===== src/rtl/fetch_stage.sv =====
// Instruction fetch stage: PC sequencing, imem handshake, redirect handling and the IF/ID register.
// Define FETCH_PERF_CNT_EN to add the perf_fetched / perf_stall_cycles counters.
module fetch_stage #(
  parameter logic [31:0] RESET_PC = 32'h0000_0000
) (
  input  logic        clk,
  input  logic        rst,
  input  logic        stall,
  input  logic        flush,
  input  logic        jump,
  input  logic [25:0] jump_index,
  input  logic        branch_taken,
  input  logic [31:0] branch_target,
  output logic        imem_req,
  output logic [31:0] imem_addr,
  input  logic        imem_ready,
  input  logic [31:0] imem_rdata,
  output logic [31:0] if_id_instr,
  output logic [31:0] if_id_pc_plus4,
  output logic        if_id_valid,
  output logic [5:0]  Op_code,
  output logic [5:0]  Funct,
  output logic [4:0]  Shamt,
  output logic [4:0]  Rs,
  output logic [4:0]  Rt
`ifdef FETCH_PERF_CNT_EN
  ,
  output logic [31:0] perf_fetched,
  output logic [31:0] perf_stall_cycles
`endif
);

  typedef enum logic [1:0] {
    S_REQ  = 2'd0,
    S_HOLD = 2'd1,
    S_DROP = 2'd2
  } state_t;

  state_t      state_q, state_d;
  logic [31:0] pc_q, pc_d;
  logic [31:0] hold_q, hold_d;
  logic [31:0] pending_q, pending_d;
  logic [31:0] ifid_instr_q, ifid_instr_d;
  logic [31:0] ifid_pc4_q, ifid_pc4_d;
  logic        ifid_valid_q, ifid_valid_d;
  logic        req_q;

  logic        redirect;
  logic [31:0] target;
  logic [31:0] pc_plus4;

  // Branch outranks jump; the jump region comes from the instruction currently in IF/ID.
  assign redirect = branch_taken | jump;
  assign target   = branch_taken ? branch_target
                                 : {ifid_pc4_q[31:28], jump_index, 2'b00};
  assign pc_plus4 = pc_q + 32'd4;

  always_comb begin
    state_d      = state_q;
    pc_d         = pc_q;
    hold_d       = hold_q;
    pending_d    = pending_q;
    ifid_instr_d = ifid_instr_q;
    ifid_pc4_d   = ifid_pc4_q;
    ifid_valid_d = ifid_valid_q;

    case (state_q)
      S_REQ: begin
        if (redirect) begin
          ifid_instr_d = 32'h0;
          ifid_valid_d = 1'b0;
          if (imem_ready) begin
            pc_d = target;
          end else begin
            // The outstanding request cannot be withdrawn, so its data gets dropped later.
            pending_d = target;
            state_d   = S_DROP;
          end
        end else if (imem_ready) begin
          if (stall || flush) begin
            hold_d  = imem_rdata;
            state_d = S_HOLD;
            if (flush) begin
              ifid_instr_d = 32'h0;
              ifid_valid_d = 1'b0;
            end
          end else begin
            ifid_instr_d = imem_rdata;
            ifid_pc4_d   = pc_plus4;
            ifid_valid_d = 1'b1;
            pc_d         = pc_plus4;
          end
        end else if (flush || !stall) begin
          ifid_instr_d = 32'h0;
          ifid_valid_d = 1'b0;
        end
      end

      S_HOLD: begin
        if (redirect) begin
          pc_d         = target;
          ifid_instr_d = 32'h0;
          ifid_valid_d = 1'b0;
          state_d      = S_REQ;
        end else if (flush) begin
          ifid_instr_d = 32'h0;
          ifid_valid_d = 1'b0;
        end else if (!stall) begin
          ifid_instr_d = hold_q;
          ifid_pc4_d   = pc_plus4;
          ifid_valid_d = 1'b1;
          pc_d         = pc_plus4;
          state_d      = S_REQ;
        end
      end

      S_DROP: begin
        ifid_instr_d = 32'h0;
        ifid_valid_d = 1'b0;
        if (imem_ready) begin
          pc_d    = redirect ? target : pending_q;
          state_d = S_REQ;
        end else if (redirect) begin
          pending_d = target;
        end
      end

      default: begin
        state_d = S_REQ;
      end
    endcase
  end

  always_ff @(posedge clk) begin
    if (rst) begin
      state_q      <= S_REQ;
      pc_q         <= RESET_PC;
      hold_q       <= 32'h0;
      pending_q    <= 32'h0;
      ifid_instr_q <= 32'h0;
      ifid_pc4_q   <= 32'h0;
      ifid_valid_q <= 1'b0;
      req_q        <= 1'b1;
    end else begin
      state_q      <= state_d;
      pc_q         <= pc_d;
      hold_q       <= hold_d;
      pending_q    <= pending_d;
      ifid_instr_q <= ifid_instr_d;
      ifid_pc4_q   <= ifid_pc4_d;
      ifid_valid_q <= ifid_valid_d;
      req_q        <= (state_d != S_HOLD);
    end
  end

`ifdef FETCH_PERF_CNT_EN
  logic [31:0] perf_fetched_q;
  logic [31:0] perf_stall_q;
  logic        load_valid;

  // Only a real IF/ID load advances the PC while producing valid=1; holds and redirects do not.
  assign load_valid = ifid_valid_d && (pc_d != pc_q);

  always_ff @(posedge clk) begin
    if (rst) begin
      perf_fetched_q <= 32'h0;
      perf_stall_q   <= 32'h0;
    end else begin
      if (load_valid) perf_fetched_q <= perf_fetched_q + 32'd1;
      if (stall && state_q != S_DROP) perf_stall_q <= perf_stall_q + 32'd1;
    end
  end

  assign perf_fetched      = perf_fetched_q;
  assign perf_stall_cycles = perf_stall_q;
`endif

  assign imem_req       = req_q;
  assign imem_addr      = pc_q;
  assign if_id_instr    = ifid_instr_q;
  assign if_id_pc_plus4 = ifid_pc4_q;
  assign if_id_valid    = ifid_valid_q;
  assign Op_code        = ifid_instr_q[31:26];
  assign Funct          = ifid_instr_q[5:0];
  assign Shamt          = ifid_instr_q[10:6];
  assign Rs             = ifid_instr_q[25:21];
  assign Rt             = ifid_instr_q[20:16];

endmodule


===== config.mk =====
export PLATFORM = sky130hd
export DESIGN_NAME = fetch_stage
export DESIGN_NICKNAME = d
export VERILOG_FILES = /design/src/rtl/fetch_stage.sv
export SDC_FILE = /design/constraint.sdc
export NUM_CORES = 1
export LEC_CHECK = 0
export CAP_MARGIN = 10
export CORE_UTILIZATION = 49
export DETAILED_ROUTE_END_ITERATION = 10
export HOLD_SLACK_MARGIN = 0.06
export PLACE_DENSITY = 0.91
export SLEW_MARGIN = 20
export SYNTH_ARGS = -nofsm -noshare
export SYNTH_HDL_FRONTEND = slang
export SYNTH_SLANG_ARGS = --single-unit

===== constraint.sdc =====
create_clock -name clk -period 2.3 [get_ports clk]
set_input_delay 0.23 -clock clk [delete_from_list [all_inputs] [get_ports clk]]
set_output_delay 0.23 -clock clk [all_outputs]
set_load 0.01 [all_outputs]

# Word level (Yosys, flattened, before mapping)
# Index checks and enable logic that the tools add are counted.
# Widths: inputs -> output; s select.
[totals]
ff_bits = 164
inputBits = 97
output_inout_bits = 125
elab_cells = 87
[classes]
add_sub_neg = 1
eq_ne = 19
mux = 45
n_bitwise = 2
reduce_logical = 12
[op_table]
columns = ["op", "count"]
rows = [
  ["$mux 32", 23],
  ["$pmux 32 s3", 2],
  ["$pmux 32 s2", 2],
  ["$add 32x3->32 const B", 1],
  ["$ne 2x2->1 const B", 10],
  ["$mux 2", 8],
  ["$reduce_and 4->1", 3],
  ["$ne 3x3->1 const B", 3],
  ["$mux 1", 8],
  ["$ne 4x4->1 const B", 2],
  ["$reduce_and 7->1", 1],
  ["$pmux 2 s3", 1],
  ["$reduce_and 6->1", 1],
  ["$ne 5x5->1 const B", 1],
  ["$reduce_bool 2->1", 2],
  ["$pmux 1 s3", 1],
  ["$reduce_bool 3->1", 1],
  ["$eq 2x1->1 const B", 1],
  ["$eq 2x2->1 const B", 1],
  ["$logic_not 2->1", 1],
  ["$logic_or 1x1->1", 2],
  ["$ne 2x1->1 const B", 1],
  ["$logic_not 1->1", 1],
  ["$not 1->1", 1],
  ["$or 1x1->1", 1],
]

# Depth between registers and ports, before layout
# Gate-level depths: netlist of run 1.
[depth]
depth_word = 6
ltp_mapped = 10
ltp_nobuf = 7

# Worst setup path before layout of run 1
# OpenSTA, ideal clock, no wires.
[synth_path]
path_type = "register to register"
start = "register state_q[1]"
end = "register ifid_instr_q[14] (netlist: if_id_instr[14])"
setup_time_ns = 0.086
arrival_time_ns = 2.051
required_time_ns = 2.214
slack_ns = 0.163
stages_incl_launch_ff = 11
n_path_buf = 3
synth_period_minus_slack_ns = 2.137
cell_sequence = "dfxtp_1 inv_1 ha_1 clkbuf_1 nor2_1 nor2b_1 a21oi_1 buf_2 buf_1 nor2_1 a211oi_1"
[synth_via]
elab_chain_len = 3
word_cells_on_any_way = 9
cone_classes = "eq/ne: 5; mux: 1; reduce/logical: 3"
[synth_rtl]
columns = ["element", "line", "rtl"]
rows = [
  ["start, declared", "39", "state_t state_q, state_d;"],
  ["start signal, assigned", "145", "state_q <= state_d;"],
  ["$eq 2x1->1 (tied with other cells)", "67", "case (state_q)"],
  ["$ne 4x4->1 (no line) (tied with other cells)", "-", ""],
  ["$reduce_and 4->1 (no line)", "-", ""],
  ["end signal, assigned", "149", "ifid_instr_q <= ifid_instr_d;"],
  ["end, declared", "43", "logic [31:0] ifid_instr_q, ifid_instr_d;"],
]
# Several ways; a longest one is shown, not always the timed one.
# A chain may end at the register's enable or synchronous reset.

# Worst setup path after layout of run 1
[layout_path]
start = "register state_q[0]"
end = "register pc_q[22] (netlist: imem_addr[22])"
[layout_via]
elab_chain_len = 3
word_cells_on_any_way = 11
cone_classes = "eq/ne: 7; mux: 1; reduce/logical: 3"
[layout_rtl]
columns = ["element", "line", "rtl"]
rows = [
  ["$eq 2x1->1 (tied with other cells)", "67", ""],
  ["$ne 3x3->1 (no line) (tied with other cells)", "-", ""],
  ["$reduce_and 6->1 (no line)", "-", ""],
  ["end signal, assigned", "146", "pc_q <= pc_d;"],
  ["end, declared", "40", "logic [31:0] pc_q, pc_d;"],
]
# Several ways; a longest one is shown, not always the timed one.

==> results.json, run 1 <==
{
  "crit_fanout": 17,
  "seq_area_frac_synth_pct": 39.6,
  "fin_util_pct": 68.5,
  "fmax_mhz": 457,
  "core.rowCount": 47,
  "clkTransAtPathRegs_ns": 0.07,
  "use_met3_pct": 6.04,
  "max-vdd-ir-drop_mv": 0.583,
  "p_per_area_nw_per_um2": 682,
  "cts_resized": 0,
  "fillers": 1311,
  "tightest_slew_ns": 0.639,
  "p_int_mw": 5.61,
  "grt_antenna_before_repair": 0,
  "firstDrtPassIters": 5,
  "gp_congestion": 0.954,
  "die-height_um": 132,
  "final.min_clock_period_ns": 2.19,
  "rrSetupSlack_ns": 0.11,
  "die_w_um": 132,
  "numCtsBuffers": 17,
  "clk_latency_ns": 0.43,
  "power_switching_mw": 2.14,
  "finalHoldViolations": 0,
  "worstPathRequired_ns": 2.60,
  "rsz0062_at_grt": "true",
  "hold_path_startpoint": "rst",
  "synth_seq_cells": 164,
  "drtIter0Drc": 585,
  "finalMaxSlewViolations": 0,
  "ioPinCount": 222,
  "dp_cells": 1397,
  "cp-startpoint": "state_q[0]$_SDFF_PP0_",
  "post_drt_wl_per_cell_um": 18.0,
  "grt_max_degree": 67,
  "use_met2_pct": 46.9,
  "cts_tree": "built",
  "postCtsSetupBuffers": 0,
  "grt_busiest_layer": "met2",
  "startpoint_type": "flip-flop",
  "grt_usage_pct": 29.5,
  "total_power_mw": 7.75,
  "grt_pass1_vias": 7801,
  "syn-cell-area_um2": 8300,
  "drive_gt1_share_pct": 9.59,
  "setup_violations": 0,
  "finalCritPeriodShare_pct": 95.2,
  "drc": 0,
  "grt.overflow.total": 0,
  "p_seq_share_pct": 40.7,
  "use_met1_pct": 37.7,
  "cts_hold_buf": 0,
  "initial_core_util_pct": 50.0,
  "ys_async_sr_fraction_pct": 0,
  "dp_hpwl_um": 17800,
  "worstSetupEndpointType": "flip-flop",
  "maxCapViolCount": 0,
  "cp-endpoint": "imem_addr[22]$_SDFFE_PP0P_",
  "leakagePower_nw": 4.09,
  "htreeDepth": 4,
  "vias": 8503,
  "r2r-start": "state_q[0]$_SDFF_PP0_",
  "p_sw_share_pct": 27.6,
  "root_buffer": "clkbuf_16",
  "port_buffers": 221,
  "finalSetupTns_ns": 0,
  "clock_sinks": 164,
  "routed_wl_um": 25800,
  "netlist_instances": 1022,
  "die_area_um2": 17500,
  "synth_edf_count": 0,
  "synthFlopType": "dfxtp_1",
  "p_comb_share_pct": 19.6,
  "antenna_left": 0,
  "crit_arrival_ns": 2.49,
  "synth_cell_types": 63,
  "coreArea_um2": 16600,
  "maxSlewHeadroom_pct": 57.4,
  "final_cells": 1429,
  "viasPerCell": 5.95,
  "path_class": "reg2reg",
  "areaGrowthSynthToFinish_pct": 36.9,
  "synth_nets": 1124,
  "cts_buffer_depth": 2,
  "final_net_count": 1298,
  "pwr-share-clk_pct": 39.7,
  "yosysWarnings": 0,
  "r2r_end": "imem_addr[22]$_SDFFE_PP0P_",
  "diodes": 0,
  "syn_area_per_cell_um2": 8.12,
  "run_status": "completed",
  "skew_ns": 0.00733,
  "grt_pass1_wl_um": 40700,
  "worst_r2r_path_depth": 8,
  "hp-class": "in2reg"
}
## cells in the final DEF (no fill, tap or decap), drive strengths merged, types with 5 or more instances in the layout
cell	Yosys	final
nand3	17	17
nor3	19	19
a31oi	13	13
a211o	6	6
dfxtp	164	164
nor2	128	128
xor2	6	6
mux2i	32	32
buf	61	53
o221a	5	5
o21a	7	7
a211oi	79	79
nand4	5	5
and3	5	5
inv	21	25
and3b	5	5
nand2	103	103
ha	5	5
a22oi	32	32
a311oi	5	5
clkbuf	56	18
nor4	9	9
xnor2	21	21
nand2b	8	8
a21oi	97	97
o21ai	52	52
clkinv	1	5
o211ai	5	5
a221oi	16	16
mux2	5	5
clkdlybuf4s50	0	219
## metrics by stage
step	worst slack (ns)	instance area (um^2)	hold WS, ns
3_5_place_dp	0.0897	10700	0.447
6_report	0.111	11400	0.339
3_3_place_gp	0.112	10700	0.441
5_1_grt	-0.0145	11400	0.340
4_1_cts	0.139	11400	0.317
2_1_floorplan	0.164	8300	0.366
## power by group through the flow
stage | logic (mW) | clock network (mW) | registers (mW)
6_report | 1.52 | 3.08 | 3.15
4_1_cts | 1.50 | 3.11 | 3.15
2_1_floorplan | 0.741 | 0 | 3.25
3_5_place_dp | 1.49 | 0 | 3.21
5_1_grt | 1.63 | 3.25 | 3.17
3_3_place_gp | 1.46 | 0 | 3.21
## synth_stat cells, types with 6 or more instances
master | number | area share [%]
xor2_1 | 6 | 0.63
clkbuf_1 | 56 | 2.5
a22oi_1 | 32 | 2.9
buf_1 | 7 | 0.32
nand3_1 | 17 | 1.0
nor4_1 | 7 | 0.53
a21oi_1 | 97 | 5.9
a211o_1 | 6 | 0.63
dfxtp_1 | 164 | 40
mux2i_1 | 32 | 3.9
nor2_1 | 128 | 5.8
nand2_1 | 103 | 4.7
buf_2 | 21 | 1.3
xnor2_1 | 21 | 2.2
a221oi_1 | 16 | 1.7
o21ai_0 | 52 | 3.1
buf_4 | 31 | 2.8
inv_1 | 21 | 0.95
a211oi_1 | 77 | 7.0
a31oi_1 | 13 | 0.98
nand2b_1 | 8 | 0.60
nor3_1 | 16 | 0.97
o21a_1 | 7 | 0.63
## state kept, by name (all words and copies together) (netlist names)
register and cells:
state_q 2, if_id_pc_plus4 32, pending_q 32, if_id_instr 32, imem_addr 32, imem_req 1
if_id_valid 1, hold_q 32
## kinds of logic after synthesis
logic type | share of synthesized area (%)
muxes | 4.54
AOI/OAI and AO/OA | 26.3
DFF | 39.6
and+or+nand+nor | 17.8
buffers and inverters | 8.19
adders and majority gates | 0.754
xor gates and xnor gates | 2.85
## worst max-delay path, cell delays in order, from the launching register on
cell	delay, ns
dfxtp_1	0.40
inv_1	0.12
ha_1	0.29
o21bai_1	0.30
o311ai_2	0.16
buf_4	0.23
a221o_1	0.27
a21oi_1	0.18
a31oi_1	0.11
## how the worst min path moves through the flow
stage / end / cells past startpoint
5_1_grt: hold_q[28]$_SDFFE_PP0P_ / 2
3_5_place_dp: hold_q[19]$_SDFFE_PP0P_ / 2
4_1_cts: hold_q[23]$_SDFFE_PP0P_ / 2
2_1_floorplan: hold_q[0]$_SDFFE_PP0P_ / 2
3_3_place_gp: hold_q[22]$_SDFFE_PP0P_ / 2
6_report: hold_q[23]$_SDFFE_PP0P_ / 2
## routing by layer
layer | up-vias | routed length, um
met5 | - | 0
met4 | 0 | 1070
met3 | 67 | 2380
met2 | 468 | 12000
met1 | 3970 | 10300
li1 | 3998 | -
## area by class of cell
class | count | area, um^2 | share of cell area, %
clock inverters | 14 | 198 | 1.74
inverters | 22 | 82.6 | 0.727
clock buffers | 18 | 439 | 3.87
flip-flops and latches | 164 | 3280 | 28.9
repair buffers | 272 | 2720 | 23.9
multi-input cells | 719 | 4360 | 38.4
well taps | 220 | 275 | 2.42
Note: power is estimated with default switching activity, not from simulation.
==> run 2, diff against run 1 <==
--- a/config.mk
+++ b/config.mk
@@ -7,6 +7,7 @@
 export LEC_CHECK = 0
 export CAP_MARGIN = 10
 export CORE_UTILIZATION = 49
+export CTS_CLUSTER_DIAMETER = 150
 export DETAILED_ROUTE_END_ITERATION = 10
 export HOLD_SLACK_MARGIN = 0.06
 export PLACE_DENSITY = 0.91
==> results of run 2 <==
Final layout, timing and power as in run 1 (identical DEF).
==> run 3, diff against run 2 <==
--- a/config.mk
+++ b/config.mk
@@ -5,9 +5,9 @@
 export SDC_FILE = /design/constraint.sdc
 export NUM_CORES = 1
 export LEC_CHECK = 0
-export CAP_MARGIN = 10
 export CORE_UTILIZATION = 49
-export CTS_CLUSTER_DIAMETER = 150
+export CTS_CLUSTER_DIAMETER = 200
+export CTS_CLUSTER_SIZE = 25
 export DETAILED_ROUTE_END_ITERATION = 10
 export HOLD_SLACK_MARGIN = 0.06
 export PLACE_DENSITY = 0.91
==> results of run 3 <==
Final layout, timing and power as in run 1 (identical DEF).
